<file path="src/rtl/counter_datapath.sv">
// counter_datapath: step register s and value register y executing control_path commands,
// with the y_inc carry look-ahead, a sticky y overflow flag and a change strobe.
module counter_datapath #(
    parameter int S_WIDTH  = 3,
    parameter int Y_WIDTH  = 8,
    parameter int CARRY_AT = 3,
    parameter int Y_MAX    = 255
) (
    input  logic               clk,
    input  logic               rst,
    input  logic [Y_WIDTH-1:0] x,
    input  logic               y_en,
    input  logic               y_store_x,
    input  logic [1:0]         y_select_next,
    input  logic               s_en,
    input  logic               s_zero,
    input  logic               s_add,
    input  logic [1:0]         s_step,
    output logic               y_inc,
    output logic [S_WIDTH-1:0] s_out,
    output logic [Y_WIDTH-1:0] y_out,
    output logic               y_ovf,
    output logic               upd
);
    localparam logic [S_WIDTH:0]   CA = (S_WIDTH+1)'(CARRY_AT);
    localparam logic [S_WIDTH-1:0] CL = S_WIDTH'(CARRY_AT - 1);
    localparam logic [Y_WIDTH-1:0] YM = Y_WIDTH'(Y_MAX);
    logic [S_WIDTH-1:0] s, s_next;
    logic [Y_WIDTH-1:0] y, y_next;
    logic               ovf, ovf_next, y_wrap;
    logic [S_WIDTH:0]   b, r;
    always_comb begin
        b = s_zero ? '0 : {1'b0, s};
        r = s_add ? b + (S_WIDTH+1)'(s_step) : b - (S_WIDTH+1)'(s_step);
        // add mode wraps by a single subtraction, so an already-large base is only partly corrected
        s_next = !s_en ? s : (s_add && r >= CA) ? S_WIDTH'(r - CA) : S_WIDTH'(r);
        y_wrap = y_en && !y_store_x && y_select_next == 2'd1 && y == YM;
        y_next = !y_en ? y :
                 y_store_x ? x :
                 y_select_next == 2'd1 ? (y == YM ? '0 : y + Y_WIDTH'(1)) :
                 y_select_next == 2'd2 ? (y == '0 ? '0 : y - Y_WIDTH'(1)) :
                 y_select_next == 2'd3 ? '0 : y;
        ovf_next = y_wrap ? 1'b1 : (y_en && (y_store_x || y_select_next == 2'd3)) ? 1'b0 : ovf;
    end
    always_ff @(posedge clk) begin
        if (rst) begin
            s   <= '0;
            y   <= '0;
            ovf <= 1'b0;
            upd <= 1'b0;
        end else begin
            s   <= s_next;
            y   <= y_next;
            ovf <= ovf_next;
            upd <= (s_next != s) || (y_next != y);
        end
    end
    assign y_inc = (s == CL);
    assign s_out = s;
    assign y_out = y;
    assign y_ovf = ovf;
endmodule

</file>
<file path="config.mk">
export PLATFORM = sky130hd
export DESIGN_NAME = counter_datapath
export DESIGN_NICKNAME = d
export VERILOG_FILES = /design/src/rtl/counter_datapath.sv
export SDC_FILE = /design/constraint.sdc
export NUM_CORES = 1
export LEC_CHECK = 0
export BUFFER_PORTS_ARGS = -buffer_cell sky130_fd_sc_hd__buf_4
export CELL_PAD_IN_SITES_DETAIL_PLACEMENT = 0
export CELL_PAD_IN_SITES_GLOBAL_PLACEMENT = 1
export CORE_MARGIN = 5
export CORE_UTILIZATION = 36
export DETAILED_ROUTE_END_ITERATION = 10
export PLACE_DENSITY_LB_ADDON = 0.08
export SETUP_SLACK_MARGIN = 0.5
export SKIP_CTS_REPAIR_TIMING = 1
export SYNTH_ARGS = -nofsm -noshare
export SYNTH_HDL_FRONTEND = slang
export SYNTH_SLANG_ARGS = --single-unit
</file>
<file path="constraint.sdc">
create_clock -name clk -period 3.75 [get_ports clk]
set_clock_uncertainty 0.15 [all_clocks]
set_input_delay 0.9375 -clock clk [delete_from_list [all_inputs] [get_ports clk]]
set_output_delay 0.9375 -clock clk [all_outputs]
set_load 0.03 [all_outputs]
</file>
==> metrics.cfg, run 1 <==
[detailed_routing]
ant_nets=0
vias=1812
avgRoutedWirePerCell_um=18.2
drc=0
via_per_inst=5.98
drt_pre_antenna_iters=4
routed_wl_um=5500
drtIter0Drc=248

[cells_and_area]
area_growth_pct=22.8
layout_commonest_cell=buf_4
final_nets=278
antenna_cells=0
n_fill_cell=478
design_area_mm2=0.00209
register_area_um2=260
final_cells=303
drive_above_1_share_pct=28.5
final_cell_mix=buf_4 (35), nor2_1 (26), a21oi_1 (24)
multiInputGateArea_mm2=0.00140

[yosys]
ys_seq_elements=13
ys.flop_type=dfxtp_1
ys_seq_area_share_pct=15.3
syn_avg_cell_area_um2=7.41
synth_warnings=0
synth_async_sr_flop_share_pct=0
synth_edf_count=0
syn-num-nets=257
syn_area_mm2=0.00170
synth_top_cell_by_area=dfxtp_1
synth.top_cells.by_area=dfxtp_1 (15%), a21oi_1 (7.7%), ha_1 (5.9%), nor2_1 (5.7%), nand2_1 (3.5%)
syn-instance-count=229
yosysUniqueCellTypes=66
yosysTopAreaCellShare_pct=15.3

[placement]
dp.cells=299
placed_cell_area_mm2=0.00199
io_buffers=32
gp_congestion=0.808
hpwl_um=4050
pre_cts_ws_ns=0.150

[sta]
finalSetupTns_ns=0
fmax_mhz=305
fin_crit_sh_pct=87.4
hold_viol_final=0
rsz0062_at_grt=yes
slew_violations=0
setup_viol=0
worst_pin_slew_ns=0.602
max-slew-margin-rel_pct=59.8
worst_slack_ns=0.473
fin_crit_ns=3.28

[floorplan]
die_y_um=78.7
initial_core_util_pct=36.4
dieArea_mm2=0.00619
die_w_um=78.7
core_area_mm2=0.00466
row_count=25
ios=33

[clocking]
cts_sinks=13
cts_buffer_depth=2
cts_tree=yes
clk_latency_ns=0.25
clk_pin_slew_ns=0.07
cts_inserted_buffers=3
cts_max_level=1
cts_root_buf=clkbuf_8

[power_and_ir_drop]
ir_drop_mv=0.171
pwr-share-seq_pct=28.6
p_per_area_mw_per_mm2=302
sw_frac_of_total_pct=42.0
p_int_mw=0.365
pwr-share-comb_pct=49.2
leakagePower_nw=0.828
power_frac_clock_pct=22.2
power.switching_mw=0.265

[global_route]
track_usage_pct=18.2
grt-ovfl-total=0
grt_pass1_vias=1756
grt_pass1_wl_um=9000
antenna_found_initial=0
grt_max_degree=19

[outcome]
status=finished clean

[critical_path]
crit_fanout=3
cp.arrival_ns=3.30
worstSetupStartpointType=primary input
cp_cell_sequence=buf_4, inv_12, ha_4, mux2_4, fa_2, ha_4, nand2b_4, mux2_4, a21oi_4, xor2_1, a21oi_1, a41oi_1
path_class=in -> reg
endpoint_kind=register
critPathSlowestCell=fa_2
timing.critical_path.slowest_cell_delay_ns=0.57
crit_required_ns=3.78

[min_path]
hold_path.class=reg -> reg

[job]
max_cap_viol_count=0

-- critical path, delay by kind of cell --
family	cells	cell delay [ns]
buf+inv	2	0.16
xor+xnor	1	0.15
mux	2	0.59
compound gates	3	0.37
fa+ha+maj	3	0.94
simple gates	1	0.15
-- synthesized netlist by cell type, drive strengths merged, types with 3 or more instances --
| library cell | count |
|---|---|
| nor3b | 6 |
| nor2 | 26 |
| a21oi | 28 |
| mux2i | 4 |
| dfxtp | 13 |
| a211oi | 4 |
| mux2 | 3 |
| o21ai | 8 |
| and3 | 3 |
| a311oi | 3 |
| clkbuf | 6 |
| nor2b | 4 |
| ha | 8 |
| inv | 8 |
| nor3 | 7 |
| nand2 | 16 |
| buf | 13 |
| nand2b | 6 |
| o211ai | 4 |
| nand3 | 7 |
| a31oi | 5 |
| xnor2 | 6 |
-- flip-flops by register name, indices dropped and copies added, names as in the netlist --
signal	cells
s_out	3
upd	1
y_out	8
y_ovf	1
-- metal layers --
layer	up-vias	GRT usage, %	part of all wire (%)
met3	7	2.87	6.3
li1	892	-	-
met1	847	23.3	44
met5	-	0	0
met2	66	31.6	48
met4	0	4.55	1.3
-- path summary, 6_finish.rpt --
check                           start                 end  slack [ns]  cells past startpoint
setup / recovery            s_step[1]      upd$_SDFF_PP0_        0.47                     12
hold / removal     y_ovf$_SDFFE_PP0P_  y_ovf$_SDFFE_PP0P_        0.37                      2
setup reg to reg  s_out[0]$_SDFF_PP0_      upd$_SDFF_PP0_        0.93                     10
hold reg to reg    y_ovf$_SDFFE_PP0P_  y_ovf$_SDFFE_PP0P_        0.37                      2
-- final cells by class --
class | instances | area share (%)
tap | 54 | 3.24
clock buffer | 4 | 2.16
timing repair buffer | 35 | 12.6
inverter | 9 | 2.22
multi-input combinational | 188 | 67.3
sequential | 13 | 12.5
-- kinds of logic (layout without fill, tap and decap cells) --
| group | count (synthesis) | after routing | share of synthesized area [%] |
|---|---|---|---|
| multiplexers | 7 | 7 | 4.57 |
| AND/OR/NAND/NOR | 85 | 85 | 27.6 |
| XOR/XNOR | 8 | 8 | 4.13 |
| adder cells (fa/ha/maj) | 9 | 9 | 7.07 |
| buffers and inverters | 28 | 48 | 8.47 |
| AO/OA/AOI/OAI | 79 | 79 | 32.8 |
| flip-flops | 13 | 13 | 15.3 |
-- power groups by stage --
stage                     Sequential [mW]  Combinational [mW]  Clock (mW)
after global placement              0.184               0.295           0
after detailed placement            0.183               0.293           0
after global routing                0.184               0.337       0.153
after floorplan                     0.185               0.212           0
after CTS                           0.180               0.295       0.144
final                               0.180               0.310       0.140
-- metrics by stage --
step / utilization, % / hold slack [ns] / power, mW
2_1_floorplan: - / 0.493 / 0.397
3_3_place_gp: 42.7 / 0.350 / 0.479
3_5_place_dp: 42.7 / 0.362 / 0.475
4_1_cts: 43.7 / 0.378 / 0.618
5_1_grt: 44.8 / 0.414 / 0.674
6_report: 44.8 / 0.373 / 0.630
(Power assumes the default switching activity.)
==> inputs of run 2 (changes only) <==
--- a/config.mk
+++ b/config.mk
@@ -9,7 +9,7 @@
 export CELL_PAD_IN_SITES_DETAIL_PLACEMENT = 0
 export CELL_PAD_IN_SITES_GLOBAL_PLACEMENT = 1
 export CORE_MARGIN = 5
-export CORE_UTILIZATION = 36
+export CORE_UTILIZATION = 43
 export DETAILED_ROUTE_END_ITERATION = 10
 export PLACE_DENSITY_LB_ADDON = 0.08
 export SETUP_SLACK_MARGIN = 0.5
==> constraint.sdc (replaced) <==
create_clock -name clk -period 3.9 [get_ports clk]
set_clock_uncertainty 0.15 [all_clocks]
set_input_delay 0.975 -clock clk [delete_from_list [all_inputs] [get_ports clk]]
set_output_delay 0.975 -clock clk [all_outputs]
set_load 0.03 [all_outputs]
==> run 2 against run 1 <==
Against the previous run:
- register-to-register slack worse by 0.14 ns
- critical path type unchanged
- largest cell class unchanged
- largest power group unchanged
- hold slack better by 0.020 ns
- combinational power about the same
==> metrics.cfg, run 2 (synthesis results as in run 1) <==
[sta]
hold_viol_final=0
fin_crit_ns=3.39
fin_hold_ws_ns=0.392
worst_slack_ns=0.505
fmax_mhz=295
slew_violations=0
rsz0062_at_grt=yes
worst_pin_slew_ns=0.642
setup_viol=0
max-slew-margin-rel_pct=57.1
finalSetupTns_ns=0
fin_crit_sh_pct=87.0

[cells_and_area]
design_area_mm2=0.00209
final_cells=298
final_cell_mix=buf_4 (34), nor2_1 (25), a21oi_1 (24)
area_growth_pct=23.3
largest_register_ffs=8
n_fill_cell=358
drive_above_1_share_pct=29.2
antenna_cells=0
layout_commonest_cell=buf_4
fin_util_pct=55.9
final_nets=279

[floorplan]
core_area_mm2=0.00374
row_count=22
initial_core_util_pct=45.4
die_w_um=72.8
die_y_um=72.8
dieArea_mm2=0.00530
ios=33

[power_and_ir_drop]
power_frac_clock_pct=21.2
pwr-share-comb_pct=50.1
p_per_area_mw_per_mm2=293
pwr-share-seq_pct=28.7
p_int_mw=0.357
power_mw=0.614
leakagePower_nw=0.833
ir_drop_mv=0.143
sw_frac_of_total_pct=41.8
power.switching_mw=0.257

[global_route]
grt-ovfl-total=0
track_usage_pct=19.8
grt_max_degree=19
grt_pass1_wl_um=8450
grt_pass1_vias=1746
antenna_found_initial=0

[placement]
hpwl_um=3880
pre_cts_ws_ns=0.176
io_buffers=32
placed_cell_area_mm2=0.00195
dp.cells=290
gp_congestion=0.944

[detailed_routing]
drtIter0Drc=142
via_per_inst=6.43
drc=0
avgRoutedWirePerCell_um=17.7
vias=1917
routed_wl_um=5280
drt_pre_antenna_iters=5
ant_nets=0

[critical_path]
crit_fanout=3
cp.arrival_ns=3.37
endpoint_kind=register
crit_required_ns=3.88
worstSetupStartpointType=primary input
path_class=in -> reg

[clocking]
clk_pin_slew_ns=0.07
cts_inserted_buffers=3
cts_tree=yes
cts_buffer_depth=2
cts_root_buf=clkbuf_8
clk_latency_ns=0.25
cts_max_level=1
cts_sinks=13

[outcome]
status=finished clean

[job]
max_cap_viol_count=0

[min_path]
hold_path.class=reg -> reg

## run 2: changes by cell type in the layout (fill, tap and decap cells not counted), sizes merged
cell and change:
buf +1
## run 2: power by group through the flow
stage	clock network [mW]	logic [mW]	registers (mW)
2_1_floorplan	0	0.203	0.178
3_3_place_gp	0	0.269	0.178
3_5_place_dp	0	0.274	0.178
4_1_cts	0.130	0.276	0.175
5_1_grt	0.138	0.331	0.180
6_report	0.130	0.307	0.176
## run 2: critical path: stages
cell and delay, ns:
buf_8 0.10, inv_4 0.05, ha_4 0.19, mux2_4 0.28, fa_2 0.61, ha_4 0.17, nand2b_4 0.14, mux2_4 0.31
a21oi_4 0.16, xor2_1 0.08, a21oi_1 0.18, a41oi_2 0.12
## run 2: worst paths after layout
check | start | to | slack, ns | cells past startpoint
max | s_step[0] | upd$_SDFF_PP0_ | 0.51 | 12
min | y_ovf$_SDFFE_PP0P_ | y_ovf$_SDFFE_PP0P_ | 0.39 | 2
max reg2reg | y_out[0]$_SDFF_PP0_ | upd$_SDFF_PP0_ | 0.79 | 9
min reg2reg | y_ovf$_SDFFE_PP0P_ | y_ovf$_SDFFE_PP0P_ | 0.39 | 2
## run 2: per-layer routing
| layer | share of wire, % | vias up | global-route usage [%] |
|---|---|---|---|
| li1 | - | 893 | - |
| met1 | 43 | 911 | 27.6 |
| met2 | 48 | 102 | 31.9 |
| met3 | 7.9 | 11 | 3.17 |
| met4 | 0.83 | 0 | 4.71 |
| met5 | 0 | - | 0 |
## run 2: area by class of cell
cell class	count	area, um^2	area share (%)
Timing Repair Buffer	36	282	13.4
Multi-Input combinational cell	188	1410	67.2
Clock buffer	4	45.0	2.15
Sequential cell	13	260	12.4
Inverter	9	38.8	1.85
Tap cell	48	60.1	2.87
==> inputs of run 3 (changes only) <==
--- a/config.mk
+++ b/config.mk
@@ -11,7 +11,7 @@
 export CORE_MARGIN = 5
 export CORE_UTILIZATION = 43
 export DETAILED_ROUTE_END_ITERATION = 10
-export PLACE_DENSITY_LB_ADDON = 0.08
+export PLACE_DENSITY = 0.84
 export SETUP_SLACK_MARGIN = 0.5
 export SKIP_CTS_REPAIR_TIMING = 1
 export SYNTH_ARGS = -nofsm -noshare
==> run 3 against run 2 <==
Against the previous run:
- count of clock-buffer cells in the layout stayed put
- via count fell by 5.5%
- critical path depth stayed put
- largest power group unchanged
- highest routed layer unchanged
==> metrics.cfg, run 3 (synthesis results as in run 1) <==
[sta]
fin_hold_ws_ns=0.376
rsz0062_at_grt=yes
fmax_mhz=295
fin_crit_ns=3.39
slew_violations=0
hold_viol_final=0
worst_slack_ns=0.514
setup_viol=0
max-slew-margin-rel_pct=52.9
fin_crit_sh_pct=86.8
worst_pin_slew_ns=0.706
finalSetupTns_ns=0

[clocking]
cts_root_buf=clkbuf_8
cts_inserted_buffers=3
cts_buffer_depth=2
cts_max_level=1
cts_sinks=13
clk_pin_slew_ns=0.06
cts_tree=yes
clk_latency_ns=0.25

[placement]
io_buffers=32
dp.cells=292
hpwl_um=3780
pre_cts_ws_ns=0.210
placed_cell_area_mm2=0.00197
gp_congestion=0.890

[detailed_routing]
drt_pre_antenna_iters=4
routed_wl_um=5120
drc=0
ant_nets=0
vias=1812
avgRoutedWirePerCell_um=17.3
drtIter0Drc=172
via_per_inst=6.12

[job]
max_cap_viol_count=0

[floorplan]
ios=33
core_area_mm2=0.00374
die_w_um=72.8
row_count=22
dieArea_mm2=0.00530
initial_core_util_pct=45.4
die_y_um=72.8

[cells_and_area]
final_nets=277
fin_util_pct=55.0
antenna_cells=0
n_fill_cell=392
design_area_mm2=0.00206
drive_above_1_share_pct=28.2
final_cells=296
area_growth_pct=21.3
layout_commonest_cell=buf_4
final_cell_mix=buf_4 (34), nor2_1 (26), a21oi_1 (24)
largest_register_ffs=8

[power_and_ir_drop]
ir_drop_mv=0.138
power_mw=0.591
leakagePower_nw=0.822
p_per_area_mw_per_mm2=287

[global_route]
antenna_found_initial=0
grt-ovfl-total=0
grt_pass1_wl_um=8580
track_usage_pct=20.1
grt_max_degree=19
grt_pass1_vias=1763

[critical_path]
crit_start=s_step[1]
ff2ff_path_depth=10
cp.arrival_ns=3.35
crit-reg2reg-launch=s_out[0]$_SDFF_PP0_
r2r_setup_slack_ns=1.07
crit_required_ns=3.86
crit_fanout=4
endpoint_kind=register
worstSetupStartpointType=primary input
path_class=in -> reg
crit_end=upd$_SDFF_PP0_
worst_r2r_endpoint=upd$_SDFF_PP0_

[outcome]
status=finished clean

[min_path]
hold_path.class=reg -> reg

[run 3: changes by cell type in the layout (fill, tap and decap cells not counted), sizes merged]
cell / previous run / this run
buf: 36 / 34
[run 3: worst min path at each step]
| stage | start | to | slack (ns) | cells past startpoint |
|---|---|---|---|---|
| CTS | y_ovf$_SDFFE_PP0P_ | y_ovf$_SDFFE_PP0P_ | 0.38 | 2 |
| global route | y_ovf$_SDFFE_PP0P_ | y_ovf$_SDFFE_PP0P_ | 0.40 | 2 |
| finish | y_ovf$_SDFFE_PP0P_ | y_ovf$_SDFFE_PP0P_ | 0.38 | 2 |
| detailed placement | y_ovf$_SDFFE_PP0P_ | y_ovf$_SDFFE_PP0P_ | 0.36 | 2 |
| floorplan | y_ovf$_SDFFE_PP0P_ | y_ovf$_SDFFE_PP0P_ | 0.49 | 2 |
| global placement | y_ovf$_SDFFE_PP0P_ | y_ovf$_SDFFE_PP0P_ | 0.35 | 2 |
[run 3: area by class of cell]
cell class | count | area (um^2) | area share [%]
clock buffer | 4 | 45.0 | 2.19
timing repair buffer | 34 | 255 | 12.4
multi-input combinational | 188 | 1400 | 68.1
sequential | 13 | 260 | 12.6
tap | 48 | 60.1 | 2.92
inverter | 9 | 36.3 | 1.76
[run 3: power by group]
part	internal (mW)	switching [mW]	total, mW
sequential	0.144	0.0305	0.174
clock	0.0723	0.0508	0.123
combinational	0.133	0.160	0.293
total	0.349	0.241	0.591
[run 3: routing by layer]
metal | share of wire (%) | track usage [%] | wire, um | vias up
met1 | 47 | 29.4 | 2420 | 842
met3 | 8.9 | 3.58 | 458 | 6
met5 | 0 | 0 | 0 | -
met4 | 1.0 | 3.48 | 53 | 0
li1 | - | - | - | 884
met2 | 43 | 31.1 | 2190 | 80
[run 3: worst max-delay path: stages]
cell and delay [ns]:
buf_4 0.12, inv_4 0.05, ha_4 0.18, mux2_4 0.28, fa_2 0.60, ha_4 0.19
nand2b_4 0.16, mux2_4 0.30, a21oi_2 0.16, xor2_1 0.08, a21oi_1 0.14, a41oi_1 0.10
